File: config.mk
export PLATFORM = sky130hd
export DESIGN_NAME = pc_control_unit
export DESIGN_NICKNAME = d
export VERILOG_FILES = /design/src/rtl/pc_control_unit_pkg.sv /design/src/rtl/pc_control_unit_ras.sv /design/src/rtl/pc_control_unit.sv
export SDC_FILE = /design/constraint.sdc
export NUM_CORES = 1
export LEC_CHECK = 0
export ABC_AREA = 1
export BUFFER_PORTS_ARGS = -buffer_cell sky130_fd_sc_hd__buf_2
export CAP_MARGIN = 15
export CORE_ASPECT_RATIO = 1.5
export CORE_MARGIN = 2
export CORE_UTILIZATION = 29
export CTS_CLUSTER_DIAMETER = 50
export DETAILED_ROUTE_END_ITERATION = 7
export PLACE_DENSITY_LB_ADDON = 0.08
export SLEW_MARGIN = 20
export SYNTH_ARGS = -nofsm -noshare
export SYNTH_HDL_FRONTEND = slang
export SYNTH_SLANG_ARGS = --single-unit
File: constraint.sdc
create_clock -name clk -period 2.49 [get_ports clk]
set_input_delay 0.498 -clock clk [delete_from_list [all_inputs] [get_ports clk]]
set_output_delay 0.498 -clock clk [all_outputs]
set_load 0.05 [all_outputs]
File: src/rtl/pc_control_unit_pkg.sv
// Shared processor encodings: fetch-stage PC select and PC control FSM states.
// Pure constants, no logic; no latency or flow control of its own.
package pc_control_unit_pkg;

    localparam logic [1:0] PC_NPC  = 2'b00;
    localparam logic [1:0] PC_JIMM = 2'b01;
    localparam logic [1:0] PC_IIMM = 2'b10;
    localparam logic [1:0] PC_RET  = 2'b11;

    localparam logic [1:0] ST_RUN      = 2'b00;
    localparam logic [1:0] ST_STALL    = 2'b01;
    localparam logic [1:0] ST_REDIRECT = 2'b10;

endpackage

File: src/rtl/pc_control_unit_ras.sv
// Circular return-address stack; push/pop take effect at the clock edge and top is combinational.
// No backpressure: a push when full overwrites the oldest entry, a pop when empty is ignored.
module return_address_stack
    import pc_control_unit_pkg::*;
#(
    parameter int ADDR_W    = 16,
    parameter int RAS_DEPTH = 4
) (
    input  logic              clk,
    input  logic              reset,
    input  logic              push,
    input  logic              pop,
    input  logic [ADDR_W-1:0] din,
    output logic [ADDR_W-1:0] top,
    output logic              empty,
    output logic              full
);

    localparam int PTR_W = $clog2(RAS_DEPTH);
    localparam int CNT_W = PTR_W + 1;

    logic [ADDR_W-1:0] mem [RAS_DEPTH];
    logic [PTR_W-1:0]  ptr;
    logic [CNT_W-1:0]  cnt;
    logic [PTR_W-1:0]  top_idx;

    // ptr is the next write slot; when full it also addresses the oldest entry.
    assign top_idx = ptr - PTR_W'(1);
    assign empty   = (cnt == '0);
    assign full    = (cnt == CNT_W'(RAS_DEPTH));
    assign top     = empty ? '0 : mem[top_idx];

    always_ff @(posedge clk or posedge reset) begin
        if (reset) begin
            ptr <= '0;
            cnt <= '0;
        end else if (push) begin
            ptr <= ptr + PTR_W'(1);
            if (!full) cnt <= cnt + CNT_W'(1);
        end else if (pop && !empty) begin
            ptr <= top_idx;
            cnt <= cnt - CNT_W'(1);
        end
    end

    // Contents are not reset: an empty count marks every entry invalid.
    always_ff @(posedge clk) begin
        if (push) mem[ptr] <= din;
    end

endmodule

File: src/rtl/pc_control_unit.sv
// PC select / IF-ID control FSM with return-address stack; redirect costs exactly one bubble.
// Load-use stall holds PC and IF/ID (control events ignored while stalled).
module pc_control_unit
    import pc_control_unit_pkg::*;
#(
    parameter int ADDR_W    = 16,
    parameter int RAS_DEPTH = 4
) (
    input  logic              clk,
    input  logic              reset,
    input  logic              dec_valid,
    input  logic              dec_jump,
    input  logic              dec_call,
    input  logic              dec_ret,
    input  logic              dec_branch,
    input  logic              branch_taken,
    input  logic              load_use_stall,
    input  logic [ADDR_W-1:0] npc_in,
    output logic [1:0]        PCsrc,
    output logic              pc_write,
    output logic              ifid_write,
    output logic              ifid_flush,
    output logic [ADDR_W-1:0] ReturnAddress,
    output logic              ras_empty,
    output logic              ras_overflow,
    output logic              ret_underflow
);

    logic [1:0] state;
    logic [1:0] state_nxt;
    logic       ctrl_ev;
    logic       ras_push;
    logic       ras_pop;
    logic       ras_full;

    assign ctrl_ev = dec_valid & (dec_jump | dec_call | dec_ret | (dec_branch & branch_taken));

    // Reset gates the combinational outputs so they take reset values immediately.
    always_comb begin
        state_nxt     = state;
        PCsrc         = PC_NPC;
        pc_write      = 1'b1;
        ifid_write    = 1'b1;
        ifid_flush    = 1'b0;
        ras_push      = 1'b0;
        ras_pop       = 1'b0;
        ret_underflow = 1'b0;
        if (!reset) begin
            case (state)
                ST_RUN: begin
                    if (load_use_stall) begin
                        pc_write   = 1'b0;
                        ifid_write = 1'b0;
                        state_nxt  = ST_STALL;
                    end else if (ctrl_ev) begin
                        if (dec_ret) begin
                            if (ras_empty) begin
                                ret_underflow = 1'b1;
                            end else begin
                                PCsrc      = PC_RET;
                                ras_pop    = 1'b1;
                                ifid_flush = 1'b1;
                                state_nxt  = ST_REDIRECT;
                            end
                        end else begin
                            ifid_flush = 1'b1;
                            state_nxt  = ST_REDIRECT;
                            if (dec_call) begin
                                PCsrc    = PC_JIMM;
                                ras_push = 1'b1;
                            end else if (dec_jump) begin
                                PCsrc = PC_JIMM;
                            end else begin
                                PCsrc = PC_IIMM;
                            end
                        end
                    end
                end
                ST_STALL: begin
                    pc_write   = 1'b0;
                    ifid_write = 1'b0;
                    if (!load_use_stall) state_nxt = ST_RUN;
                end
                default: state_nxt = ST_RUN;
            endcase
        end
    end

    always_ff @(posedge clk or posedge reset) begin
        if (reset) begin
            state        <= ST_RUN;
            ras_overflow <= 1'b0;
        end else begin
            state <= state_nxt;
            if (ras_push && ras_full) ras_overflow <= 1'b1;
        end
    end

    return_address_stack #(
        .ADDR_W   (ADDR_W),
        .RAS_DEPTH(RAS_DEPTH)
    ) u_ras (
        .clk  (clk),
        .reset(reset),
        .push (ras_push),
        .pop  (ras_pop),
        .din  (npc_in),
        .top  (ReturnAddress),
        .empty(ras_empty),
        .full (ras_full)
    );

endmodule

# Yosys cells after proc, flatten, opt, wreduce, memory -nomap -nowiden
# Memory sizes are Yosys's and may differ from the RTL's.
# Index checks and enable logic that the tools add are counted.
[totals]
ff_bits = 8
latch_bits = 0
ramBits = 64
mem_bits_ro = 0
word_cells = 77
n_memories = 1
[mem_list]
columns = ["name", "depth", "word_bits", "rd", "rd_clocked_by_memory_dff", "write_ports", "line", "text"]
rows = [
  ["u_ras.mem", 4, 16, 1, 0, 1, "pc_control_unit_ras.sv:22", "logic [ADDR_W-1:0] mem [RAS_DEPTH];"],
]
[classes]
addsub = 4
n_mul = 0
n_div = 0
n_lt_le_gt_ge = 0
eq_ne = 6
shifts = 0
mux = 48
bitwise = 6
n_reduce_logical = 8
[ops]
columns = ["cell", "count"]
rows = [
  ["2-to-1 mux 2 bit", 15],
  ["2-to-1 mux 1 bit", 27],
  ["2-to-1 mux 16 bit", 1],
  ["2-to-1 mux 3 bit", 3],
  ["!= test 2 bit (second input constant)", 2],
  ["!= test 4 bit (second input constant)", 1],
  ["case mux 2 bit (2 select lines)", 1],
  ["AND reduction 4 bit", 1],
  ["adder 3 x 1 -> 3 bit (second input constant)", 1],
  ["== test 3 bit (second input constant)", 1],
  ["zero test 3 bit", 1],
  ["!= test 3 bit (second input constant)", 1],
  ["bitwise OR 1 bit", 3],
  ["subtractor 3 x 1 -> 3 bit (second input constant)", 1],
  ["adder 2 x 1 -> 2 bit (second input constant)", 1],
  ["AND 1 bit", 2],
  ["== test 2 x 1 -> 1 bit (second input constant)", 1],
  ["logical AND 1 bit", 2],
  ["zero test 2 bit", 1],
  ["case mux 1 bit (2 select lines)", 1],
  ["AND reduction 2 bit", 1],
  ["nonzero test 2 bit", 1],
  ["subtractor 2 x 1 -> 2 bit (second input constant)", 1],
  ["zero test 1 bit", 1],
  ["inverter 1 bit", 1],
]

# Longest topological paths before layout
[logic_depth]
ltp_word = 11
depth_mapped = 15

# Hierarchy
# A second synthesis with hierarchy kept.
[unflattened]
cells_unflattened = 291
hier_area_um2 = 3223.1
[modules_own_cells]
columns = ["mod", "n_inst", "cells_per_inst", "area_per_inst_um2", "seq_area_each_um2"]
rows = [
  ["return_address_stack", 1, 247, 2911.5, 2047.0],
  ["pc_control_unit", 1, 44, 311.5, 75.1],
]

# Worst setup path before layout
# Ideal clock, no wire load.
[synth_timing]
path_type = "input port to output port"
from = "input port reset"
to = "output port PCsrc[0]"
t_arrival_ns = 2.534
slack_ns = -0.542
stages = 5
cell_sequence = "inv_1 nand3_2 nor2_1 inv_2 a21oi_1"
[synth_between]
elab_chain_cells = 1
[synth_lines]
columns = ["element", "line", "text"]
rows = [
  ["start, declared", "pc_control_unit.sv:10", "input logic reset,"],
  ["2-to-1 mux 2 bit", "pc_control_unit.sv:48", "if (!reset) begin"],
  ["end, declared", "pc_control_unit.sv:19", "output logic [1:0] PCsrc,"],
]
# No other way between the ends.

# Worst setup path in the final report
[layout_timing]
from = "register u_ras.ptr[0]"
to = "output port ReturnAddress[6]"
[layout_between]
elab_chain_cells = 3
[layout_lines]
columns = ["element", "line", "text"]
rows = [
  ["start, declared", "pc_control_unit_ras.sv:23", "logic [PTR_W-1:0] ptr;"],
  ["start signal, assigned", "pc_control_unit_ras.sv:38", "ptr <= ptr + PTR_W'(1);"],
  ["start signal, assigned", "pc_control_unit_ras.sv:41", "ptr <= top_idx;"],
  ["subtractor 2 x 1 -> 2 bit", "pc_control_unit_ras.sv:28", "assign top_idx = ptr - PTR_W'(1);"],
  ["memory (4 x 16 bit)", "n/a", ""],
  ["2-to-1 mux 16 bit", "pc_control_unit_ras.sv:31", "assign top = empty ? '0 : mem[top_idx];"],
  ["end, declared", "pc_control_unit.sv:23", "output logic [ADDR_W-1:0] ReturnAddress,"],
]
# No other way between the ends.

==> results.toml <==
[critical_path]
critPathBufInv = 3
cpLargestDelayFamily = "buffers and inverters"
crit_arrival_ps = 1850
slowest_stage = "dfrtp_1"
worstSetupPathType = "reg -> out"
required_ps = 1990
cp-end-kind = "output port"
cp-start-kind = "flop"
reg2reg_from = "state[1]"
crit_fanout = 16
critical_path.max_stage_delay_ps = 370
rrSetupSlack_ps = 610
crit_path_cell_trace = "inv_1 -> ha_4 -> buf_6 -> nor2_1 -> o21ai_1 -> a21oi_4 -> buf_4"
startpoint = "u_ras.ptr[0]"

[synth]
synth_area_um2 = 3090
syn_inst = 273
synth_top_area_cell = "edfxtp_1"
syn_avg_cell_area_um2 = 11.3
ys_ff_latch = 72
synth.top_cell.area_share = 0.623
synth_warnings = 0
ys_seq_area_frac = 0.687
syn-num-nets = 303
yosys-top-cells-area = "edfxtp_1, nor2_1, dfrtp_1, o21ai_0, a21oi_1"
ys_types = 25

[status]
status = "complete, no violations"

[grt]
track_usage = 0.139
grt_pass1_vias = 2144
grt_antenna_before_repair = 0
grt_start_max_net_pins = 36
grt_pass1_wl_mm = 11.5
overflow = 0

[placed_design]
placed_area_um2 = 3680
place_ws_ps = 175
io_buffers = 48
hpwl_mm = 4.41
place.gp.congestion = 0.731

[sta]
finalSetupViolations = 0
period_needed_ps = 2350
fin_worst_skew_ps = 7.13
slew_headroom = 0.724
hold_viol_final = 0
final-max-slew-violation-count = 0
fmax_ghz = 0.425
holdWs_ps = 205
setup_ws_ps = 139
fin_crit_sh = 0.944
worst_pin_slew_ps = 415
rsz0062_at_grt = "false"

[floorplan]
die_y_um = 130
core-area_um2 = 10500
die-area_um2 = 11500
num_rows = 46
io_pins = 49
start_util = 0.295
dieWidth_um = 88.2

[routing]
avgViaCountPerCell = 4.40
routedWlPerCell_um = 15.3
antenna_left = 0
firstDrtPassIters = 4
drc = 0
drt_first_iter_violations = 108
via_count = 2123
wl_mm = 7.39

[layout]
syn2layout_area_growth_pct = 31.3
layout-drive-gt1-share = 0.327
final-seq-area_um2 = 2120
final_design_area_no_fill_um2 = 4050
fin_nets = 364
fin_util = 0.387
multi_input_area_um2 = 996
diodes = 0
fillCellCount = 1073

[clock_tree]
clock_path_buffers = 2
cts_sinks = 72
cts_inserted_buffers = 9
cts.htree.levels = 3
cts_tree = "built"
clock-root-buffer = "clkbuf_16"
clk_pin_slew_ps = 60
hold_buffers = 0
insertion_delay_ps = 330

[run]
maxCapViolCount = 0

[min_path]
hold_class = "in -> async"
[cell usage after synthesis]
cell type and n:
nor2_4 1, o211ai_1 1, nor2_2 2, xor2_1 4
inv_1 16, nand2_4 1, inv_2 2, nand3_2 2
nand3_1 5, o21ai_0 33, o21bai_1 1, buf_4 2
nand2_1 17, nor3_4 1, nand2_2 3, o21ai_1 2
clkinv_1 1, nor2_1 74, edfxtp_1 64, ha_1 5
nor3_1 1, clkbuf_1 5, dfrtp_1 8, a21oi_1 17
buf_2 5
[layout by cell type, fill, tap and decap left out, types with 4 or more instances in the layout]
| cell type | n |
|---|---|
| nor2_1 | 72 |
| edfxtp_1 | 64 |
| buf_2 | 32 |
| buf_4 | 20 |
| o21ai_0 | 18 |
| nand2_1 | 17 |
| o21ai_1 | 17 |
| inv_1 | 15 |
| a21oi_4 | 10 |
| clkbuf_16 | 9 |
| buf_6 | 8 |
| dfrtp_1 | 8 |
| a21oi_2 | 7 |
| nand3_1 | 5 |
| nor2_2 | 4 |
| xor2_1 | 4 |
| ha_1 | 4 |
[per-stage QoR]
stage               cells  setup TNS, ps
CTS                   482              0
detailed placement    464              0
floorplan             273          -22.1
global placement      464              0
finish                483              0
global route          483              0
[path summary, 6_finish.rpt]
check | endpoint | depth (start not counted)
setup reg to reg | u_ras.cnt[2] | 13
setup / recovery | ReturnAddress[6] | 7
hold reg to reg | ras_overflow | 1
min in group clk | u_ras.mem[2][10] | 1
max in group asynchronous | u_ras.ptr[0] | 3
hold / removal | state[0] | 3
[worst register-to-register path: cells and delay by family, from the launching register on]
kind | cells | cell delay [ps]
flops | 1 | 400
buf+inv | 2 | 90
fa+ha+maj | 1 | 210
xor+xnor | 1 | 140
simple gates | 9 | 950
[per-layer routing]
metal  track usage  wire (um)  vias up
met5             0          0        -
met4        0.0695        195        0
met3        0.0278        202       12
met2         0.234       3810       43
met1         0.168       3180     1014
li1              -          -     1054
[flip-flops by register name, summed over array words and instances, names as in the netlist]
register      cells
u_ras.cnt         3
u_ras.ptr         2
ras_overflow      1
state             2
u_ras.mem        64
[cell families (layout without fill, tap and decap cells)]
family | Yosys count | in the layout | share of synthesized area
DFF | 72 | 72 | 0.687
AOI/OAI and AO/OA | 54 | 54 | 0.0892
and+or+nand+nor | 107 | 107 | 0.150
adders and majority gates | 5 | 5 | 0.0203
buffers and inverters | 31 | 97 | 0.0422
xor gates and xnor gates | 4 | 4 | 0.0113
[layout make-up]
cell class / count / share of cell area
Timing Repair Buffer: 60 / 0.0988
Inverter: 19 / 0.0188
Sequential cell: 72 / 0.523
Tap cell: 144 / 0.0444
Clock buffer: 9 / 0.0556
Timing Repair inverter: 2 / 0.00370
Clock inverter: 7 / 0.00957
Multi-Input combinational cell: 170 / 0.246
[timing repair]
action,CTS,global route
pin swaps,0,1
setup buffers,0,1
resized for setup,17,22
cloned,2,0
setup endpoints to repair,16,15
Power is not shown: default switching activity piles up to over one toggle a cycle in this logic, so the estimate is an artifact.
